`config.mk`:
```
export PLATFORM = sky130hd
export DESIGN_NAME = muldiv_sequencer_flat
export DESIGN_NICKNAME = d
export VERILOG_FILES = /design/src/rtl/muldiv_sequencer_if.sv /design/src/rtl/muldiv_sequencer.sv /design/src/flat_wrapper.sv
export SDC_FILE = /design/constraint.sdc
export NUM_CORES = 1
export LEC_CHECK = 0
export ABC_AREA = 1
export CAP_MARGIN = 20
export CORE_MARGIN = 2
export CORE_UTILIZATION = 45
export CTS_BUF_LIST = sky130_fd_sc_hd__clkbuf_8
export DETAILED_ROUTE_END_ITERATION = 12
export HOLD_SLACK_MARGIN = 0.02
export PLACE_DENSITY = 0.62
export SYNTH_ARGS = -nofsm -noshare
export SYNTH_HDL_FRONTEND = slang
export SYNTH_SLANG_ARGS = --single-unit
```
`constraint.sdc`:
```
create_clock -name inClk -period 20.4 [get_ports inClk]
set_input_delay 4.08 -clock inClk [delete_from_list [all_inputs] [get_ports inClk]]
set_output_delay 4.08 -clock inClk [all_outputs]
set_load 0.1 [all_outputs]
```
`src/rtl/muldiv_sequencer_if.sv`:
```
// Pipeline-side bundle for the HI/LO multiply/divide sequencer.
// The master side is the EXE stage and hazard logic; the slave side is the sequencer.
interface muldiv_sequencer_if #(
  parameter int WIDTH = 32
);
  logic             inStart;
  logic [1:0]       inOp;
  logic [WIDTH-1:0] inA;
  logic [WIDTH-1:0] inB;
  logic             inRdHiLo;
  logic             inWrHi;
  logic             inWrLo;
  logic [WIDTH-1:0] inWrData;
  logic [WIDTH-1:0] outHI;
  logic [WIDTH-1:0] outLO;
  logic             outBusy;
  logic             outDone;
  logic             outStall;

  modport master (
    output inStart, inOp, inA, inB, inRdHiLo, inWrHi, inWrLo, inWrData,
    input  outHI, outLO, outBusy, outDone, outStall
  );

  modport slave (
    input  inStart, inOp, inA, inB, inRdHiLo, inWrHi, inWrLo, inWrData,
    output outHI, outLO, outBusy, outDone, outStall
  );
endinterface

```
`src/rtl/muldiv_sequencer.sv`:
```
// Iterative MULT/MULTU/DIV/DIVU sequencer owning HI/LO, with pipeline stall request.
// Optional MULDIV_EARLY_TERM_EN: multiplies leave RUN once the remaining multiplier bits are zero.
//
// state | meaning
// IDLE  | accepts start and MTHI/MTLO writes
// RUN   | one shift-add (mul) or restoring subtract (div) step per cycle
// FIX   | apply result signs; HI/LO load on the exit edge
// DONE  | result visible, outDone pulse
module muldiv_sequencer #(
  parameter int WIDTH = 32,
  parameter int CNT_W = 6
) (
  input logic                inClk,
  input logic                inReset,
  muldiv_sequencer_if.slave  bus
);

  typedef enum logic [1:0] {IDLE, RUN, FIX, DONE} state_t;

  localparam logic [CNT_W-1:0] LAST_CNT = CNT_W'(WIDTH - 1);

  state_t             state, stateNext;
  logic [1:0]         opReg;
  logic               negQ, negR;
  logic [CNT_W-1:0]   cnt;
  logic [2*WIDTH-1:0] prod;
  logic [2*WIDTH-1:0] mcand;
  logic [WIDTH-1:0]   mplier;
  logic [WIDTH-1:0]   hiReg, loReg;

  logic               signedOp, signA, signB, divZero;
  logic [WIDTH-1:0]   absA, absB;
  logic [2*WIDTH-1:0] mulSum, divNext;
  logic [WIDTH:0]     remShift, trial;
  logic [WIDTH-1:0]   fixHi, fixLo;
  logic               earlyExit;

  always_comb begin
    signedOp = ~bus.inOp[0];
    signA    = signedOp & bus.inA[WIDTH-1];
    signB    = signedOp & bus.inB[WIDTH-1];
    absA     = signA ? -bus.inA : bus.inA;
    absB     = signB ? -bus.inB : bus.inB;
    divZero  = bus.inOp[1] && (bus.inB == '0);
  end

  // prod holds the accumulating product, or {remainder, dividend/quotient} for divides
  always_comb begin
    mulSum   = prod + (mplier[0] ? mcand : '0);
    remShift = {prod[2*WIDTH-1:WIDTH], prod[WIDTH-1]};
    trial    = remShift - {1'b0, mcand[WIDTH-1:0]};
    divNext  = trial[WIDTH] ? {remShift[WIDTH-1:0], prod[WIDTH-2:0], 1'b0}
                            : {trial[WIDTH-1:0],    prod[WIDTH-2:0], 1'b1};
    fixHi    = prod[2*WIDTH-1:WIDTH];
    fixLo    = prod[WIDTH-1:0];
    if (!opReg[1]) begin
      if (negQ) {fixHi, fixLo} = -prod;
    end else begin
      if (negQ) fixLo = -prod[WIDTH-1:0];
      if (negR) fixHi = -prod[2*WIDTH-1:WIDTH];
    end
  end

  always_comb begin
`ifdef MULDIV_EARLY_TERM_EN
    earlyExit = ~opReg[1] && (mplier[WIDTH-1:1] == '0);
`else
    earlyExit = 1'b0;
`endif
  end

  always_comb begin
    stateNext = state;
    case (state)
      IDLE: if (bus.inStart) stateNext = divZero ? FIX : RUN;
      RUN:  if (cnt == LAST_CNT || earlyExit) stateNext = FIX;
      FIX:  stateNext = DONE;
      DONE: stateNext = IDLE;
      default: stateNext = IDLE;
    endcase
  end

  always_ff @(posedge inClk or posedge inReset) begin
    if (inReset) state <= IDLE;
    else         state <= stateNext;
  end

  always_ff @(posedge inClk or posedge inReset) begin
    if (inReset) begin
      opReg  <= '0;
      negQ   <= 1'b0;
      negR   <= 1'b0;
      cnt    <= '0;
      prod   <= '0;
      mcand  <= '0;
      mplier <= '0;
      hiReg  <= '0;
      loReg  <= '0;
    end else begin
      case (state)
        IDLE: begin
          if (bus.inWrHi) hiReg <= bus.inWrData;
          if (bus.inWrLo) loReg <= bus.inWrData;
          if (bus.inStart) begin
            opReg <= bus.inOp;
            cnt   <= '0;
            negQ  <= signA ^ signB;
            negR  <= signA;
            if (!bus.inOp[1]) begin
              prod   <= '0;
              mcand  <= {{WIDTH{1'b0}}, absA};
              mplier <= absB;
            end else if (divZero) begin
              // Divide by zero: raw dividend to HI, all ones to LO, no sign fix
              prod <= {bus.inA, {WIDTH{1'b1}}};
              negQ <= 1'b0;
              negR <= 1'b0;
            end else begin
              prod  <= {{WIDTH{1'b0}}, absA};
              mcand <= {{WIDTH{1'b0}}, absB};
            end
          end
        end
        RUN: begin
          cnt <= cnt + CNT_W'(1);
          if (!opReg[1]) begin
            prod   <= mulSum;
            mcand  <= mcand << 1;
            mplier <= mplier >> 1;
          end else begin
            prod <= divNext;
          end
        end
        FIX: begin
          hiReg <= fixHi;
          loReg <= fixLo;
        end
        default: ;
      endcase
    end
  end

  assign bus.outHI    = hiReg;
  assign bus.outLO    = loReg;
  assign bus.outBusy  = (state != IDLE);
  assign bus.outDone  = (state == DONE);
  assign bus.outStall = bus.outBusy & (bus.inStart | bus.inRdHiLo | bus.inWrHi | bus.inWrLo);

endmodule

```
`src/flat_wrapper.sv`:
```
// flat-port wrapper written by rule: the top's interface ports become plain ports
module muldiv_sequencer_flat 
#(
  parameter int WIDTH = 32,
  parameter int CNT_W = 6
)
  (inClk, inReset, bus_inStart, bus_inOp, bus_inA, bus_inB, bus_inRdHiLo, bus_inWrHi, bus_inWrLo, bus_inWrData, bus_outHI, bus_outLO, bus_outBusy, bus_outDone, bus_outStall);
  muldiv_sequencer_if #(.WIDTH(WIDTH)) bus_i ();
  input logic inClk;
  input logic inReset;
  input wire logic [$bits(bus_i.inStart)-1:0] bus_inStart;
  input wire logic [$bits(bus_i.inOp)-1:0] bus_inOp;
  input wire logic [$bits(bus_i.inA)-1:0] bus_inA;
  input wire logic [$bits(bus_i.inB)-1:0] bus_inB;
  input wire logic [$bits(bus_i.inRdHiLo)-1:0] bus_inRdHiLo;
  input wire logic [$bits(bus_i.inWrHi)-1:0] bus_inWrHi;
  input wire logic [$bits(bus_i.inWrLo)-1:0] bus_inWrLo;
  input wire logic [$bits(bus_i.inWrData)-1:0] bus_inWrData;
  output wire logic [$bits(bus_i.outHI)-1:0] bus_outHI;
  output wire logic [$bits(bus_i.outLO)-1:0] bus_outLO;
  output wire logic [$bits(bus_i.outBusy)-1:0] bus_outBusy;
  output wire logic [$bits(bus_i.outDone)-1:0] bus_outDone;
  output wire logic [$bits(bus_i.outStall)-1:0] bus_outStall;
  assign bus_i.inStart = bus_inStart;
  assign bus_i.inOp = bus_inOp;
  assign bus_i.inA = bus_inA;
  assign bus_i.inB = bus_inB;
  assign bus_i.inRdHiLo = bus_inRdHiLo;
  assign bus_i.inWrHi = bus_inWrHi;
  assign bus_i.inWrLo = bus_inWrLo;
  assign bus_i.inWrData = bus_inWrData;
  assign bus_outHI = bus_i.outHI;
  assign bus_outLO = bus_i.outLO;
  assign bus_outBusy = bus_i.outBusy;
  assign bus_outDone = bus_i.outDone;
  assign bus_outStall = bus_i.outStall;
  muldiv_sequencer #(.WIDTH(WIDTH), .CNT_W(CNT_W)) u_core (.inClk(inClk), .inReset(inReset), .bus(bus_i));
endmodule
```
After elaboration in Yosys (flattened, before gate mapping)
Index checks and enable logic that the tools add are counted.
{"block": "totals", "input_bits": 104, "ff_bits": 236, "elab_cells": 88}
{"block": "op_classes", "addsub": 8, "eq_ne": 11, "muxes": 38, "reduce_logical": 13, "n_bitwise": 8}
{"cell": "64-bit 2-to-1 mux", "n": 10}
{"cell": "32-bit 2-to-1 mux", "n": 13}
{"cell": "64-bit case mux with 2 select lines", "n": 2}
{"cell": "32-bit case mux with 2 select lines", "n": 3}
{"cell": "32-bit negator", "n": 4}
{"cell": "64-bit adder", "n": 1}
{"cell": "64-bit negator", "n": 1}
{"cell": "33-bit by 32-bit subtractor with 33-bit output", "n": 1}
{"cell": "32-bit zero test", "n": 1}
{"cell": "6-bit case mux with 2 select lines", "n": 1}
{"cell": "2-bit inequality test, second input constant", "n": 5}
{"cell": "2-bit AND reduction", "n": 5}
{"cell": "2-bit case mux with 4 select lines", "n": 1}
{"cell": "4-bit AND reduction", "n": 2}
{"cell": "6-bit by 1-bit adder with 6-bit output, second input constant", "n": 1}
{"cell": "6-bit by 5-bit equality test with 1-bit output, second input constant", "n": 1}
{"cell": "2-bit 2-to-1 mux", "n": 3}
{"cell": "6-bit 2-to-1 mux", "n": 1}
{"cell": "2-bit nonzero test", "n": 3}
{"cell": "2-bit equality test, second input constant", "n": 2}
{"cell": "1-bit 2-to-1 mux", "n": 4}
{"cell": "1-bit bitwise AND", "n": 3}
{"cell": "3-bit inequality test, second input constant", "n": 1}
{"cell": "1-bit bitwise OR", "n": 3}
{"cell": "6 further kinds", "n": 6}

Longest topological paths before layout
Gate-level depths: netlist of the first run.
{"block": "depth", "word_depth": 7, "ltp_mapped": 23, "depth_no_buf": 21}

Worst setup path before layout of the first run
Ideal clock, no wire load.
{"block": "synth_timing", "kind": "input-to-output", "startpoint": "input port bus_inWrLo", "endpoint": "output port bus_outStall", "required_ps": 16320, "path_stages": 2, "arrival_time_ps": 5371, "slack_ps": 10949, "path_cell_list": "nor4_1 > nor2_1"}
{"block": "synth_via", "elab_chain_len": 2}
{"item": "start: declaration", "line_no": "flat_wrapper.sv:17", "rtl": "input wire logic [$bits(bus_i.inWrLo)-1:0] bus_inWrLo;"}
{"item": "1-bit bitwise OR", "line_no": "muldiv_sequencer.sv:147", "rtl": "assign bus.outStall = bus.outBusy & (bus.inStart | bus.inRdHiLo | bus.inWrHi | bus.inWrLo);"}
{"item": "1-bit bitwise AND", "line_no": "muldiv_sequencer.sv:147"}
{"item": "end: declaration", "line_no": "flat_wrapper.sv:23", "rtl": "output wire logic [$bits(bus_i.outStall)-1:0] bus_outStall;"}
Every way passes these cells.

Worst setup path after layout of the first run
{"block": "layout_timing", "startpoint": "input port bus_inStart", "endpoint": "output port bus_outStall"}
{"block": "layout_via", "elab_chain_len": 4}
{"item": "start: declaration", "line_no": "flat_wrapper.sv:11", "rtl": "input wire logic [$bits(bus_i.inStart)-1:0] bus_inStart;"}
{"item": "1-bit bitwise OR (3 in a row)", "line_no": "muldiv_sequencer.sv:147"}
{"item": "1-bit bitwise AND", "line_no": "muldiv_sequencer.sv:147"}
Every way passes these cells.

==> results of run 1 <==
[metrics by stage]
step	setup WS, ns	power (W)	instances	area [um2]	utilization, %
CTS	10.45	0.00504	5379	28600	51.0
detailed placement	10.46	0.00451	5293	27700	49.2
floorplan	9.87	0.00342	4481	25400	-
global route	10.39	0.00548	5380	28600	51.0
finish	10.45	0.00511	5380	28600	51.0
global placement	10.43	0.00449	5293	27700	49.2
[logic make-up after synthesis]
family / synth area share (%)
AO/OA/AOI/OAI: 13.2
XOR/XNOR: 2.03
adder cells (fa/ha/maj): 5.27
buffers and inverters: 14.0
flip-flops: 23.1
AND/OR/NAND/NOR: 42.3
[cells in the final DEF, fill, tap and decap left out, types with 14 or more instances in the layout]
cell type	n
clkdlybuf4s50_1	170
xnor2_1	22
inv_2	25
ha_1	102
o21ai_0	156
dfrtp_1	234
a21oi_1	254
nor2_1	364
nand3_1	350
o21ai_1	71
nand2_2	21
a31oi_1	51
clkbuf_8	56
nor3_1	40
nand2_1	1633
xor2_1	37
inv_1	753
nand3b_1	21
nor2_2	19
clkinv_2	14
nand4_1	37
buf_4	24
[final timing paths]
kind	cells past startpoint	endpoint	slack, ns	start
hold reg to reg	2	u_core.mplier[30]	0.48	u_core.mplier[30]
setup / recovery	4	bus_outStall	10.45	bus_inStart
hold / removal	2	u_core.mplier[30]	0.48	u_core.mplier[30]
max in group asynchronous	3	u_core.mplier[28]	14.96	inReset
min in group asynchronous	2	u_core.bus.outLO[0]	3.95	inReset
setup reg to reg	17	u_core.prod[59]	16.39	u_core.mplier[0]
[state kept, by name, summed over array words and instances (netlist names)]
register and cells:
u_core.mplier 32, u_core.state 2, u_core.negQ 1, u_core.prod 64, u_core.opReg 1, u_core.bus.outHI 32
u_core.mcand 64, u_core.cnt 6, u_core.bus.outLO 32, u_core.negR 1
[worst max-delay path, stage by stage]
cell and delay, ns:
clkdlybuf4s50_1 0.49, nor4_1 0.06, nor2_1 0.09, clkdlybuf4s50_1 1.14
[layout make-up]
type,count,area (um2),share of cell area (%)
flip-flops and latches,235,5880,20.5
clock inverters,30,206,0.721
clock buffers,56,771,2.69
inverters,773,2910,10.2
repair buffers,194,1880,6.57
well taps,756,946,3.30
diodes,1,2.50,0.00874
multi-input cells,3335,16000,56.0
[routing by layer]
layer | global-route usage (%) | wire length, um | up-vias
li1 | - | - | 14300
met1 | 52.8 | 49100 | 13200
met2 | 56.0 | 46200 | 1322
met3 | 5.55 | 10000 | 265
met4 | 19.8 | 6600 | 0
met5 | 0 | 0 | -
[report_power, final]
part	switching, W	total, W	internal [W]
Sequential	0.000277	0.000941	0.000664
Combinational	0.00268	0.00365	0.000968
Clock	0.000246	0.000523	0.000277
==> flow_summary.toml, run 1 <==
[synth]
mappedNetlistNets = 4691
synth.distinct_cells = 58
warning_count_from_the_yosys_run = 0
synth_top_area_cell = "nand2_1"
ys_top_cells_by_count = "nand2_1, inv_1, nor2_1, nand3_1, a21oi_1"
syn-instance-count = 4481
post-synth-top-count-cell = "nand2_1"
synth.cell_area_um2 = 25400
seq_area_frac_synth_pct = 23.1
asyncSetResetFlopFracSynth_pct = 100
yosys-top-cells-area = "nand2_1, dfrtp_1, inv_1"
avgSynthCellArea_um2 = 5.68
synth_flop_cell = "dfrtp_1"
synth-edff-count = 0
synth-seq-cells = 235
synth_largest_type_area_fraction_pct = 24.1

[placed_design]
globalplace.congestion = 1.00
numPortBuffers = 170
dp_hpwl_um = 90600

[pwr]
power_leakage_nw = 15.6
max-vdd-ir-drop_mv = 0.183
p_per_area_nw_per_um2 = 179

[critical_path]
critical_path_class = "in -> out"
crit_path_end_kind = "output port"
worst-endpoint-required_ns = 16.32
cp-start-kind = "input pin"
cp_data_arrival_time_ns = 5.87
timing.critical_path.fanout_max = 3

[finish]
design.final.nets = 4797
fill_cells = 6252
drive_above_1_share_pct = 5.32
areaGrowthSynthToFinish_pct = 12.5

[clock_tree]
worstSkewPairLatency_ns = 0.67
htree_num_levels = 2
cts_buffer_depth = 3
cts-root-buf = "clkbuf_8"
post_cts_setup_buffer_count = 0
cts_tree = "built"
cts_repair_resize_count = 0
clkTransAtPathRegs_ns = 0.05
clkSinkCount = 235
ctsHoldBuffers = 0
cts-buffers-inserted = 48

[global_routing]
grt_pass1_wl_um = 166000
grt-ovfl-total = 0
gr-usage-all-layers_pct = 37.7
pin_count_of_the_biggest_net_entering_global_routing = 101
number_of_antenna_violations_at_the_first_check_in_global_routing = 1
via_count_of_the_first_global_routing_pass = 26800

[timing]
timing.final.crit_period_ns = 9.95
layout_worst_path_cycle_share_pct = 48.8
relSlewSlack_pct = 32.9
final.hold.worst_slack_ns = 0.479
skew_ns = 0.0363
finalHoldViolations = 0
rsz_0062_raised_after_global_routing = "no"
tightestPinTransition_ns = 1.00
achievable-frequency_mhz = 101
timing_max_transition_violations_final = 0
setup_violators_final = 0
tns_ns = 0

[floorplanning]
core_um2 = 56200
row_count = 87
pin_count = 171
floorplan.initialDensity_pct = 45.3
die_width_um = 242
die_area_um2 = 58500
die-height_um = 242

[drt]
avgViaCountPerCell = 5.41
routed_wl_um = 112000
detailroute.via_count = 29100
antenna_left = 0
post-route-drc-count = 0
detailedRoute.firstIterationViolations = 2996
drt_pre_antenna_iters = 6
routedWlPerCell_um = 20.8

[worst_hold_path]
timing.hold.worst.class = "reg -> reg"

[run_status]
status = "finished clean"

[flow_run]
cap_viol_max_count = 0
Power figures use the tool's default switching activity.
==> inputs of run 2 (changes only) <==
clock period = 10.2 ns   (was 20.4 ns; I/O delays follow)
==> run 2 against run 1 <==
Non-clock buffer count decreased by 4. Clock skew down 0.0020 ns. Hold slack better by 0.0049 ns. Via count barely moved. Flip-flop and latch count unchanged. Critical path type unchanged. Highest routed layer unchanged.
==> flow_summary.toml, run 2 (synthesized netlist as in run 1, its figures left out) <==
[run_status]
status = "finished clean"

[floorplanning]
die-height_um = 242
die_area_um2 = 58500
core_um2 = 56200
row_count = 87
die_width_um = 242
pin_count = 171
floorplan.initialDensity_pct = 45.3

[drt]
detailroute.via_count = 29100
drt_pre_antenna_iters = 6
avgViaCountPerCell = 5.42
detailedRoute.firstIterationViolations = 3532
routedWlPerCell_um = 21.1
post-route-drc-count = 0
antenna_left = 0
routed_wl_um = 113000

[timing]
timing.final.crit_period_ns = 5.86
setup_violators_final = 0
finalHoldViolations = 0
tns_ns = 0
achievable-frequency_mhz = 171
final.setup.worst_slack_ns = 4.34
tightestPinTransition_ns = 1.05
skew_ns = 0.0343
timing_max_transition_violations_final = 0
rsz_0062_raised_after_global_routing = "no"
relSlewSlack_pct = 29.4
layout_worst_path_cycle_share_pct = 57.4

[finish]
final_core_utilization_pct = 51.1
design.final.nets = 4793
instances_no_fill = 5375
final_common_cell = "nand2_1"
reg_top3 = "u_core.mcand x64, u_core.prod x64"
drive_above_1_share_pct = 5.20
fill_cells = 6196
commonest_non_fill_non_tap_cells_in_the_layout = "nand2_1, inv_1, nor2_1, nand3_1, a21oi_1"
areaGrowthSynthToFinish_pct = 12.7

[critical_path]
timing.critical_path.fanout_max = 3
worstReg2RegStart = "u_core.mplier[0]"
crit_chain = "clkdlybuf4s50_1 > nor4_1 > nor2_1 > clkdlybuf4s50_1"
startpoint = "bus_inStart"
crit_path_end_kind = "output port"
cp_common_cell = "clkdlybuf4s50_1"
cp-start-kind = "input pin"
max_stage_delay_ns = 1.13
critPathTopFamily = "buffers and inverters"
worst-endpoint-required_ns = 8.16
ff2ff_setup_slack_ns = 6.37
rr_endpoint = "u_core.prod[51]"
critical_path_class = "in -> out"
cp_num_cells = 4
cpMaxStageDelayCell = "clkdlybuf4s50_1"
crit_buf_inv = 2
cp_data_arrival_time_ns = 3.82
critical_path.endpoint = "bus_outStall"
ff2ff_path_depth = 17

[global_routing]
global_route.usage.met2_pct = 58.0
grtUsageMet3_pct = 5.13
grt_util_met1_pct = 53.0
gr-usage-all-layers_pct = 38.0
number_of_antenna_violations_at_the_first_check_in_global_routing = 1
globalRoute.busiestLayer = "met2"
via_count_of_the_first_global_routing_pass = 26700
grt_pass1_wl_um = 168000
grt-ovfl-total = 0
pin_count_of_the_biggest_net_entering_global_routing = 138

[clock_tree]
worstSkewPairLatency_ns = 0.67
ctsHoldBuffers = 0
cts_buffer_depth = 3
htree_num_levels = 2
cts-root-buf = "clkbuf_8"
cts_tree = "built"
post_cts_setup_buffer_count = 0
cts_repair_resize_count = 0
clkSinkCount = 235
cts-buffers-inserted = 48
clkTransAtPathRegs_ns = 0.05

[placed_design]
dp_hpwl_um = 91200
numPortBuffers = 170
number_of_placed_instances_with_taps_included = 5288
globalplace.congestion = 1.01
detailedPlace.worstSlack_ns = 4.34

[worst_hold_path]
timing.hold.worst.class = "reg -> reg"
timing.hold.worst_path_depth = 2

[pwr]
max-vdd-ir-drop_mv = 0.357
power_leakage_nw = 15.6
p_per_area_nw_per_um2 = 362

[flow_run]
cap_viol_max_count = 0
-- run 2: cell type report --
cell class	count	area [um2]	share of cell area (%)
Multi-Input combinational cell	3335	16000	55.9
Sequential cell	235	5880	20.5
Inverter	773	2910	10.2
Timing Repair Buffer	190	1880	6.54
Tap cell	756	946	3.30
Clock buffer	55	757	2.64
Clock inverter	29	264	0.921
Antenna cell	2	5.00	0.0175
-- run 2: per-layer routing --
layer / vias to the layer above / wire length [um]
met3: 270 / 10100
met2: 1410 / 47900
met5: - / 0
met4: 0 / 6060
li1: 14300 / -
met1: 13200 / 49400
-- run 2: power breakdown --
part / switching (W) / internal, W
Clock: 0.000493 / 0.000618
Combinational: 0.00545 / 0.00194
Sequential: 0.000546 / 0.00133
Total: 0.00649 / 0.00388
-- run 2: metrics by stage --
step                instance area [um2]  hold slack, ns  power (W)
finish                            28700           0.484     0.0104
floorplan                         25400           0.444    0.00685
global route                      28700           0.498     0.0111
global placement                  27600           0.464    0.00904
CTS                               28700           0.483     0.0102
detailed placement                27600           0.469    0.00908
-- run 2: worst register-to-register path: stages, from the launching register on --
cell     delay, ns
dfrtp_2       0.35
buf_4         0.64
nand2_1       0.38
inv_1         0.13
ha_1          0.22
nand2_1       0.09
inv_1         0.08
nand2_1       0.14
nor3_1        0.63
nand2_1       0.26
nor2_1        0.15
nand2_1       0.09
nand2_1       0.09
nand2_1       0.05
nand3_1       0.19
nand3_1       0.12
nand2_1       0.09
nand2_1       0.05
-- run 2: worst min-delay path by stage --
stage / startpoint / endpoint / slack (ns)
6_report: u_core.mplier[12] / u_core.mplier[12] / 0.48
5_1_grt: u_core.mplier[12] / u_core.mplier[12] / 0.50
4_1_cts: u_core.mplier[12] / u_core.mplier[12] / 0.48
3_5_place_dp: u_core.mplier[12] / u_core.mplier[12] / 0.47
3_3_place_gp: u_core.mplier[17] / u_core.mplier[17] / 0.46
2_1_floorplan: u_core.mplier[17] / u_core.mplier[17] / 0.44
